===== src/rtl/rom_sequence_player_pkg.sv =====
`default_nettype none
// ============================================================================
//  Module   : rom_sequence_player_pkg
//  Brief    : Shared game constants: FSM state encoding and ROM geometry.
//  Revision : 1.0 - initial release
// ============================================================================
package rom_sequence_player_pkg;

    localparam int ROM_ADDR_W = 4;
    localparam int LED_W      = 7;

    typedef enum logic [2:0] {
        S_IDLE  = 3'd0,
        S_FETCH = 3'd1,
        S_LOAD  = 3'd2,
        S_SHOW  = 3'd3,
        S_GAP   = 3'd4,
        S_DONE  = 3'd5
    } state_t;

endpackage : rom_sequence_player_pkg
`default_nettype wire


===== src/rtl/rom_sequence_player_if.sv =====
`default_nettype none
// ============================================================================
//  Module   : rom_sequence_player_if
//  Brief    : Handshake and ROM bus between game FSM, pattern ROM and player.
//  Revision : 1.0 - initial release
// ============================================================================
interface rom_sequence_player_if;
    import rom_sequence_player_pkg::*;

    logic                  start;
    logic                  abort;
    logic [ROM_ADDR_W-1:0] limit;
    logic [LED_W-1:0]      rom_data;
    logic [ROM_ADDR_W-1:0] rom_address;
    logic [LED_W-1:0]      leds;
    logic                  busy;
    logic                  done;

    // Environment side: game FSM commands plus the ROM read data.
    modport master (
        output start, abort, limit, rom_data,
        input  rom_address, leds, busy, done
    );

    // Player side.
    modport slave (
        input  start, abort, limit, rom_data,
        output rom_address, leds, busy, done
    );
endinterface : rom_sequence_player_if
`default_nettype wire


===== src/rtl/rom_sequence_player_timer_down.sv =====
`default_nettype none
// ============================================================================
//  Module   : timer_down
//  Brief    : Loadable down-counter with zero flag; times on and off intervals.
//  Revision : 1.0 - initial release
// ============================================================================
module timer_down #(
    parameter int WIDTH = 8
) (
    input  wire logic             clock,
    input  wire logic             reset,
    input  wire logic             load_i,
    input  wire logic [WIDTH-1:0] value_i,
    input  wire logic             dec_i,
    output logic                  zero_o
);

    logic [WIDTH-1:0] count_q;

    // Load has priority over decrement; the counter saturates at zero.
    always_ff @(posedge clock) begin
        if (!reset) begin
            count_q <= '0;
        end else if (load_i) begin
            count_q <= value_i;
        end else if (dec_i && (count_q != '0)) begin
            count_q <= count_q - 1'b1;
        end
    end

    assign zero_o = (count_q == '0);

endmodule : timer_down
`default_nettype wire


===== src/rtl/rom_sequence_player.sv =====
`default_nettype none
// ============================================================================
//  Module   : rom_sequence_player
//  Brief    : Plays ROM addresses 0..limit on the LEDs with fixed on/off times.
//  Revision : 1.0 - initial release
// ============================================================================
module rom_sequence_player
    import rom_sequence_player_pkg::*;
#(
    parameter int ON_CYCLES   = 4,
    parameter int OFF_CYCLES  = 2,
    parameter int TIMER_WIDTH = 8
) (
    input  wire logic          clock,
    input  wire logic          reset,
    rom_sequence_player_if.slave bus
);

    localparam logic [TIMER_WIDTH-1:0] c_on_load  = TIMER_WIDTH'(ON_CYCLES - 1);
    localparam logic [TIMER_WIDTH-1:0] c_off_load = TIMER_WIDTH'(OFF_CYCLES - 1);

    state_t                state_q;
    logic [ROM_ADDR_W-1:0] limit_q;
    logic [ROM_ADDR_W-1:0] rom_address_q;
    logic [ROM_ADDR_W-1:0] rom_address_d;
    logic [LED_W-1:0]      leds_q;
    logic                  busy_q;
    logic                  done_q;

    logic                   w_timer_load;
    logic                   w_timer_dec;
    logic [TIMER_WIDTH-1:0] w_timer_val;
    logic                   w_timer_zero;

    assign rom_address_d = rom_address_q + 1'b1;

    timer_down #(
        .WIDTH (TIMER_WIDTH)
    ) u_timer (
        .clock   (clock),
        .reset   (reset),
        .load_i  (w_timer_load),
        .value_i (w_timer_val),
        .dec_i   (w_timer_dec),
        .zero_o  (w_timer_zero)
    );

    // Timer control: load the on-time in LOAD, the off-time when SHOW expires.
    always_comb begin
        w_timer_load = 1'b0;
        w_timer_dec  = 1'b0;
        w_timer_val  = c_on_load;
        case (state_q)
            S_LOAD: begin
                w_timer_load = 1'b1;
                w_timer_val  = c_on_load;
            end
            S_SHOW: begin
                if (w_timer_zero) begin
                    w_timer_load = 1'b1;
                    w_timer_val  = c_off_load;
                end else begin
                    w_timer_dec = 1'b1;
                end
            end
            S_GAP: begin
                w_timer_dec = !w_timer_zero;
            end
            default: ;
        endcase
    end

    // Playback FSM with registered outputs; reset beats abort beats start.
    always_ff @(posedge clock) begin
        if (!reset) begin
            state_q       <= S_IDLE;
            limit_q       <= '0;
            rom_address_q <= '0;
            leds_q        <= '0;
            busy_q        <= 1'b0;
            done_q        <= 1'b0;
        end else if (bus.abort && (state_q != S_IDLE)) begin
            state_q       <= S_IDLE;
            rom_address_q <= '0;
            leds_q        <= '0;
            busy_q        <= 1'b0;
            done_q        <= 1'b0;
        end else begin
            done_q <= 1'b0;
            case (state_q)
                S_IDLE: begin
                    if (bus.start && !bus.abort) begin
                        limit_q       <= bus.limit;
                        rom_address_q <= '0;
                        busy_q        <= 1'b1;
                        state_q       <= S_FETCH;
                    end
                end
                S_FETCH: begin
                    state_q <= S_LOAD;
                end
                S_LOAD: begin
                    leds_q  <= bus.rom_data;
                    state_q <= S_SHOW;
                end
                S_SHOW: begin
                    if (w_timer_zero) begin
                        leds_q  <= '0;
                        state_q <= S_GAP;
                    end
                end
                S_GAP: begin
                    if (w_timer_zero) begin
                        if (rom_address_q == limit_q) begin
                            done_q  <= 1'b1;
                            state_q <= S_DONE;
                        end else begin
                            rom_address_q <= rom_address_d;
                            state_q       <= S_FETCH;
                        end
                    end
                end
                S_DONE: begin
                    busy_q  <= 1'b0;
                    state_q <= S_IDLE;
                end
                default: begin
                    state_q <= S_IDLE;
                end
            endcase
        end
    end

    assign bus.rom_address = rom_address_q;
    assign bus.leds        = leds_q;
    assign bus.busy        = busy_q;
    assign bus.done        = done_q;

endmodule : rom_sequence_player
`default_nettype wire


===== src/flat_wrapper.sv =====
// flat-port wrapper written by rule: the top's interface ports become plain ports
module rom_sequence_player_flat import rom_sequence_player_pkg::*;
#(
    parameter int ON_CYCLES   = 4,
    parameter int OFF_CYCLES  = 2,
    parameter int TIMER_WIDTH = 8
)
  (clock, reset, bus_start, bus_abort, bus_limit, bus_rom_data, bus_rom_address, bus_leds, bus_busy, bus_done);
  rom_sequence_player_if bus_i ();
  input  wire logic clock;
  input  wire logic reset;
  input wire logic [$bits(bus_i.start)-1:0] bus_start;
  input wire logic [$bits(bus_i.abort)-1:0] bus_abort;
  input wire logic [$bits(bus_i.limit)-1:0] bus_limit;
  input wire logic [$bits(bus_i.rom_data)-1:0] bus_rom_data;
  output wire logic [$bits(bus_i.rom_address)-1:0] bus_rom_address;
  output wire logic [$bits(bus_i.leds)-1:0] bus_leds;
  output wire logic [$bits(bus_i.busy)-1:0] bus_busy;
  output wire logic [$bits(bus_i.done)-1:0] bus_done;
  assign bus_i.start = bus_start;
  assign bus_i.abort = bus_abort;
  assign bus_i.limit = bus_limit;
  assign bus_i.rom_data = bus_rom_data;
  assign bus_rom_address = bus_i.rom_address;
  assign bus_leds = bus_i.leds;
  assign bus_busy = bus_i.busy;
  assign bus_done = bus_i.done;
  rom_sequence_player #(.ON_CYCLES(ON_CYCLES), .OFF_CYCLES(OFF_CYCLES), .TIMER_WIDTH(TIMER_WIDTH)) u_core (.clock(clock), .reset(reset), .bus(bus_i));
endmodule

===== config.mk =====
export PLATFORM = sky130hd
export DESIGN_NAME = rom_sequence_player_flat
export DESIGN_NICKNAME = d
export VERILOG_FILES = /design/src/rtl/rom_sequence_player_pkg.sv /design/src/rtl/rom_sequence_player_if.sv /design/src/rtl/rom_sequence_player_timer_down.sv /design/src/rtl/rom_sequence_player.sv /design/src/flat_wrapper.sv
export SDC_FILE = /design/constraint.sdc
export NUM_CORES = 1
export LEC_CHECK = 0
export ABC_AREA = 1
export ABC_CLOCK_PERIOD_IN_PS = 4550
export CORE_ASPECT_RATIO = 1.75
export CORE_UTILIZATION = 40
export DETAILED_ROUTE_END_ITERATION = 10
export PLACE_DENSITY = 0.66
export SYNTH_ARGS = -nofsm -noshare
export SYNTH_HDL_FRONTEND = slang
export SYNTH_SLANG_ARGS = --single-unit

===== constraint.sdc =====
create_clock -name clock -period 4.55 [get_ports clock]
set_clock_uncertainty 0.2 [all_clocks]
set_input_delay 0.6825 -clock clock [delete_from_list [all_inputs] [get_ports clock]]
set_output_delay 0.6825 -clock clock [all_outputs]
set_load 0.1 [all_outputs]

# Word level (Yosys, flattened, before mapping)
# Cells that the tools add are included.
totals:
  register_bits: 28
  input_bits: 15
  output_inout_bits: 13
  word_cells: 65
op_classes:
  add_sub_neg: 2
  n_eq_ne: 10
  n_mux: 22
  n_bitwise: 4
  reduce_logical: 20
ops:
  columns: ["op", "n"]
  rows:
  - ["$mux 8", 3]
  - ["$pmux 3 s5", 1]
  - ["$pmux 7 s2", 1]
  - ["$mux 3", 4]
  - ["$mux 4", 3]
  - ["$logic_not 8->1", 1]
  - ["$pmux 4 s2", 1]
  - ["$reduce_bool 2->1", 4]
  - ["$reduce_bool 8->1", 1]
  - ["$sub 8x1->8 const B", 1]
  - ["$mux 7", 1]
  - ["$eq 3x2->1 const B", 2]
  - ["$eq 3x3->1 const B", 2]
  - ["$ne 2x1->1 const B", 3]
  - ["$pmux 1 s2", 3]
  - ["$reduce_and 3->1", 2]
  - ["$add 4x1->4 const B", 1]
  - ["$eq 4x4->1", 1]
  - ["$mux 1", 4]
  - ["$not 1->1", 4]
  - ["$reduce_and 2->1", 2]
  - ["$reduce_and 4->1", 1]
  - ["$reduce_or 4->1", 1]
  - ["$eq 3x1->1 const B", 1]
  - ["other kinds (7)", 10]

# Longest topological paths before layout
depth:
  depth_word: 6
  ltp_mapped: 10
  ltp_nobuf: 10

# Modules after synthesis
# Synthesis repeated with hierarchy kept, for this count alone.
unflattened:
  cells_unflattened: 245
  hier_area_um2: 1649.1
modules_own_cells:
  columns: ["mod", "instances", "cells_each", "area_each_um2", "seq_area_each_um2"]
  rows:
  - ["rom_sequence_player", 1, 141, 1048.5, 400.4]
  - ["timer_down", 1, 104, 600.6, 160.2]

# Worst setup path after synthesis
# OpenSTA, ideal clock, no wires.
synth_path:
  kind: "reg2reg"
  start: "reg u_core.rom_address_q[3], in the netlist u_core.bus.rom_address[3]"
  end: "reg u_core.rom_address_q[0], in the netlist u_core.bus.rom_address[0]"
  setup_time_ns: 0.117
  t_arrival_ns: 1.768
  required_ns: 4.233
  slack_ns: 2.465
  stages_incl_launch_ff: 10
  path_buffers: 0
  synth_period_minus_slack_ns: 2.085
  cell_sequence: "dfxtp_1 > inv_1 > nand2_1 > nand2_1 > nor2_1 > nand3_1 > nand2_2 > inv_2 > nor2_1 > nor2_1"
synth_via:
  elab_chain_len: 3
synth_lines:
  columns: ["item", "line_no", "source"]
  rows:
  - ["start: declaration", "rom_sequence_player.sv:24", "logic [ROM_ADDR_W-1:0] rom_address_q;"]
  - ["start signal: assignment", "rom_sequence_player.sv:118", "rom_address_q <= rom_address_d;"]
  - ["$eq 4x4->1", "rom_sequence_player.sv:114", "if (rom_address_q == limit_q) begin"]
  - ["$ne 2x2->1 (no source line)", null, null]
  - ["$reduce_and 4->1 (no source line)", null, null]
# No other way between the ends.
# A chain may end at the register's enable or synchronous reset.

# Worst setup path after layout
layout_path:
  start: "reg u_core.rom_address_q[0], in the netlist u_core.bus.rom_address[0]"
  end: "out bus_rom_address[0]"
layout_lines:
  columns: ["item", "line_no", "source"]
  rows:
  - ["end: declaration", "flat_wrapper.sv:16", "output wire logic [$bits(bus_i.rom_address)-1:0] bus_rom_address;"]
# No word-level cell between the ends.

==> results.md <==
- PwrDens: roughly 700 nW/um^2
- Register-to-Register Setup Slack: approximately 2.7 ns
- Peak supply drop: about 0.50 mV
- Clock insertion delay at the later pin of the skew report: around 0.27 ns
- Area contributors post-synth: sky130_fd_sc_hd__dfxtp_1 40%, sky130_fd_sc_hd__nand2_1 12%, sky130_fd_sc_hd__nor2_1 9.2%
- Mux share of post-synthesis cell area: 0
- Sequential cell area fraction in the yosys report: 0.4029
- Number of maximum-capacitance constraint violations: 0
- Worst Path Arrival: about 1.9 ns
- First-pass detailed-route iteration total: 4
- Total number of clock tree sinks: 28
- Global-route wire length before repair: approximately 5.0 mm
- Slowest library cell on the worst path: sky130_fd_sc_hd__clkdlybuf4s50_1
- Count of endpoints failing hold in the final timing report: 0
- Max stage delay on crit path: between 1 and 1.5 ns
- Post-synthesis share of cell area spent on full adders, half adders and majority gates: 0.02698
- Shortest period the worst path allows: 2.784 ns
- DIE AREA: 3727 sq um
- Top fanout value on the critical path: 6
- Worst Hold Slack: about 0.26 ns
- Number of flops mapped to enable cells by yosys: 0
- Die boundary height: 80.02 microns
- Net count after synthesis: 216
- Total track usage: 0.1855
- Clock-pin slew on the worst setup and hold paths: approximately 0.09 ns
- Initial Utilization: 0.4137
- CP cell instances: clkdlybuf4s50_1
- Reg2Reg Capture Point: u_core.bus.rom_address[0]
- Number of synthesis warnings: 0
- Fmax: about 360 MHz
- Launch point of the critical path: u_core.bus.rom_address[0]
- Sum of overflow across all layers after global routing: 0
- Number of H-tree levels: 1
- Number of storage elements in the synthesis netlist: 28
- Maximum number of buffers from clock root to sink: 2
- Wire length after detailed routing: 3.013 mm
- # hold bufs at CTS: 0
- Count of unresolved DRC violations after routing: 0
- Beginning of the worst hold path: u_core.bus.leds[2]
- Antenna violations before repair: 0
- Boundary pin count: 28
- Fill count: roughly 380
- Area delta synth->final: 26.08%
- Setup repair after global routing missed its margin: false
- Critical path class: reg2out
- Routed WL per cell: approximately 11 microns
- Cell taking the most area after synthesis: sky130_fd_sc_hd__dfxtp_1
- Via count of the first global-routing pass: between 1,000 and 1,500
- Status: complete, no violations
- Placeable core region: 3363 sq um
- Top-count cell post-synth: sky130_fd_sc_hd__nand2_1
- Maximum number of pins on one net before global-route repair: 17
- Number of cell rows: 28
- Count of pins over their slew limit: 0
- Count of buffers inserted at the top-level ports: 27
- R2R Path Start: u_core.state_q[0]
- Horizontal die dimension: 46.58 microns
- Iteration-0 DRC Markers: 11
- Leakage: between 0.0007 and 0.0008 uW
- Sequential cell area in the final layout: around 560 sq um
- Hold path depth: 2
- Number of cells produced by synthesis: approximately 200
- Post-synthesis compound-gate area fraction: 0.1421
- Basic-gate share of the synthesized area counting and, or, nand and nor cells: 0.3291
- Diode insertion count for antenna repair: 0
- Worst Path Required: ~3.7 ns
- DR vias: around 1,300
- Number of buffers inserted during clock tree synthesis: 3
- Aggregate negative setup slack: 0 ns
- Kind of end point of the critical path: primary output
- Share of layout cells above drive strength 1: 0.09251
- Final worst-path setup slack: roughly 1.8 ns
- TritonCTS clock tree: yes
- Vias per inst: approximately 4.7
- Worst slack, placed: around 2.1 ns
- Area share of the largest cell type after synthesis: 0.4029
- Final critical-path share of the clock period: 0.6118
- Post-Syn Area per Cell: roughly 7 sq um
- Syn Std Cell Area: about 1400 sq um
- Reg2reg path depth: 6
- Main combinational cell family by area after synthesis: simple AND/OR/NAND/NOR gates
- Net count of the finished layout: 247
- Buffering stage count on the worst path with inverters included: 1
- Xor-xnor portion of the synthesized cell area: 0.02518
- Post-detailed-placement half-perimeter wirelength: between 2 and 2.5 mm
- Min-Delay Path Class: reg2reg
- Number of nets with antenna violations after routing: 0
- CTS resizes: 0
- Gate family responsible for the most delay along the worst path: buffers and inverters
- Leading cell types by count after synthesis: 45 x sky130_fd_sc_hd__nand2_1, 34 x sky130_fd_sc_hd__nor2_1, 28 x sky130_fd_sc_hd__dfxtp_1
- Proportion of synthesized flip-flops having asynchronous set or reset: 0
- Synth cell types: 25
- Post-CTS Repair Setup Buffers: 0
- Worst max-slew margin expressed relative to the limit: 0.3471
- Critical Path Source Type: register
- Final estimated routing congestion in global placement: around 0.82
- Multi-input logic area: 728.2 sq um
- Setup-failing EPs final: 0
- Measured slew at the worst slew-check pin: roughly 0.98 ns
- Root buf cell: sky130_fd_sc_hd__clkbuf_8
- Primary FF master, synth: sky130_fd_sc_hd__dfxtp_1
- Hold EP: u_core.bus.leds[2]
-- worst min-delay path, stage by stage (launching register included) --
cell	delay (ns)
sky130_fd_sc_hd__dfxtp_1	0.32
sky130_fd_sc_hd__nand2_1	0.06
sky130_fd_sc_hd__a21oi_1	0.05
-- cells by family (layout without fill, tap and decap cells) --
family,Yosys count,in the layout
and+or+nand+nor,103,103
AOI/OAI and AO/OA,33,33
DFF,28,28
buffers and inverters,27,56
xor gates and xnor gates,4,4
adders and majority gates,3,3
-- cell usage in the layout (no fill, tap or decap), drive strengths merged, types with 4 or more instances in the layout --
master / synthesis / layout
a21oi: 18 / 18
clkdlybuf4s50: 0 / 27
dfxtp: 28 / 28
inv: 26 / 26
nand2: 47 / 47
nand3: 14 / 14
nor2: 38 / 38
o21ai: 9 / 9
xnor2: 4 / 4
-- area by class of cell --
type,instances,area share
timing repair buffer,27,0.1541
inverter,26,0.05563
tap,45,0.03210
clock buffer,3,0.02354
multi-input combinational,143,0.4151
sequential,28,0.3195
-- flip-flops by register name (all words and copies together) (netlist names) --
| signal | count |
|---|---|
| u_core.bus.leds | 7 |
| u_core.bus.busy | 1 |
| u_core.u_timer.count_q | 8 |
| u_core.bus.rom_address | 4 |
| u_core.state_q | 3 |
| u_core.limit_q | 4 |
| u_core.bus.done | 1 |
-- metal layers --
metal	vias up	wire (microns)	track usage
met5	-	0	0
met2	23	1688	0.3431
met4	0	68	0.08824
met1	569	1192	0.1894
li1	686	-	-
met3	7	63	0.02036
-- worst max-delay path by stage --
stage	end	slack (ns)	cells past startpoint
6_report	bus_rom_address[0]	1.77	1
5_1_grt	bus_rom_address[0]	1.71	1
4_1_cts	bus_rom_address[0]	1.76	1
3_5_place_dp	bus_rom_address[2]	2.09	1
3_3_place_gp	bus_rom_address[0]	2.09	1
2_1_floorplan	u_core.bus.rom_address[0]	2.46	9
-- metrics by stage --
step	utilization	instances	total power, uW	cell area, sq um
after global placement	0.5093	269	1069	1713
after CTS	0.5216	272	1212	1754
after floorplan	-	198	926.0	1391
final	0.5216	272	1201	1754
after detailed placement	0.5093	269	1074	1713
after global routing	0.5216	272	1293	1754
-- power breakdown --
group	internal, uW	leakage (uW)	switching [uW]
combinational	204	0.000475	494
sequential	309	0.000228	59.6
clock	59.5	0.0000216	74.6
total	573	0.000724	628
Power figures use the tool's default switching activity.
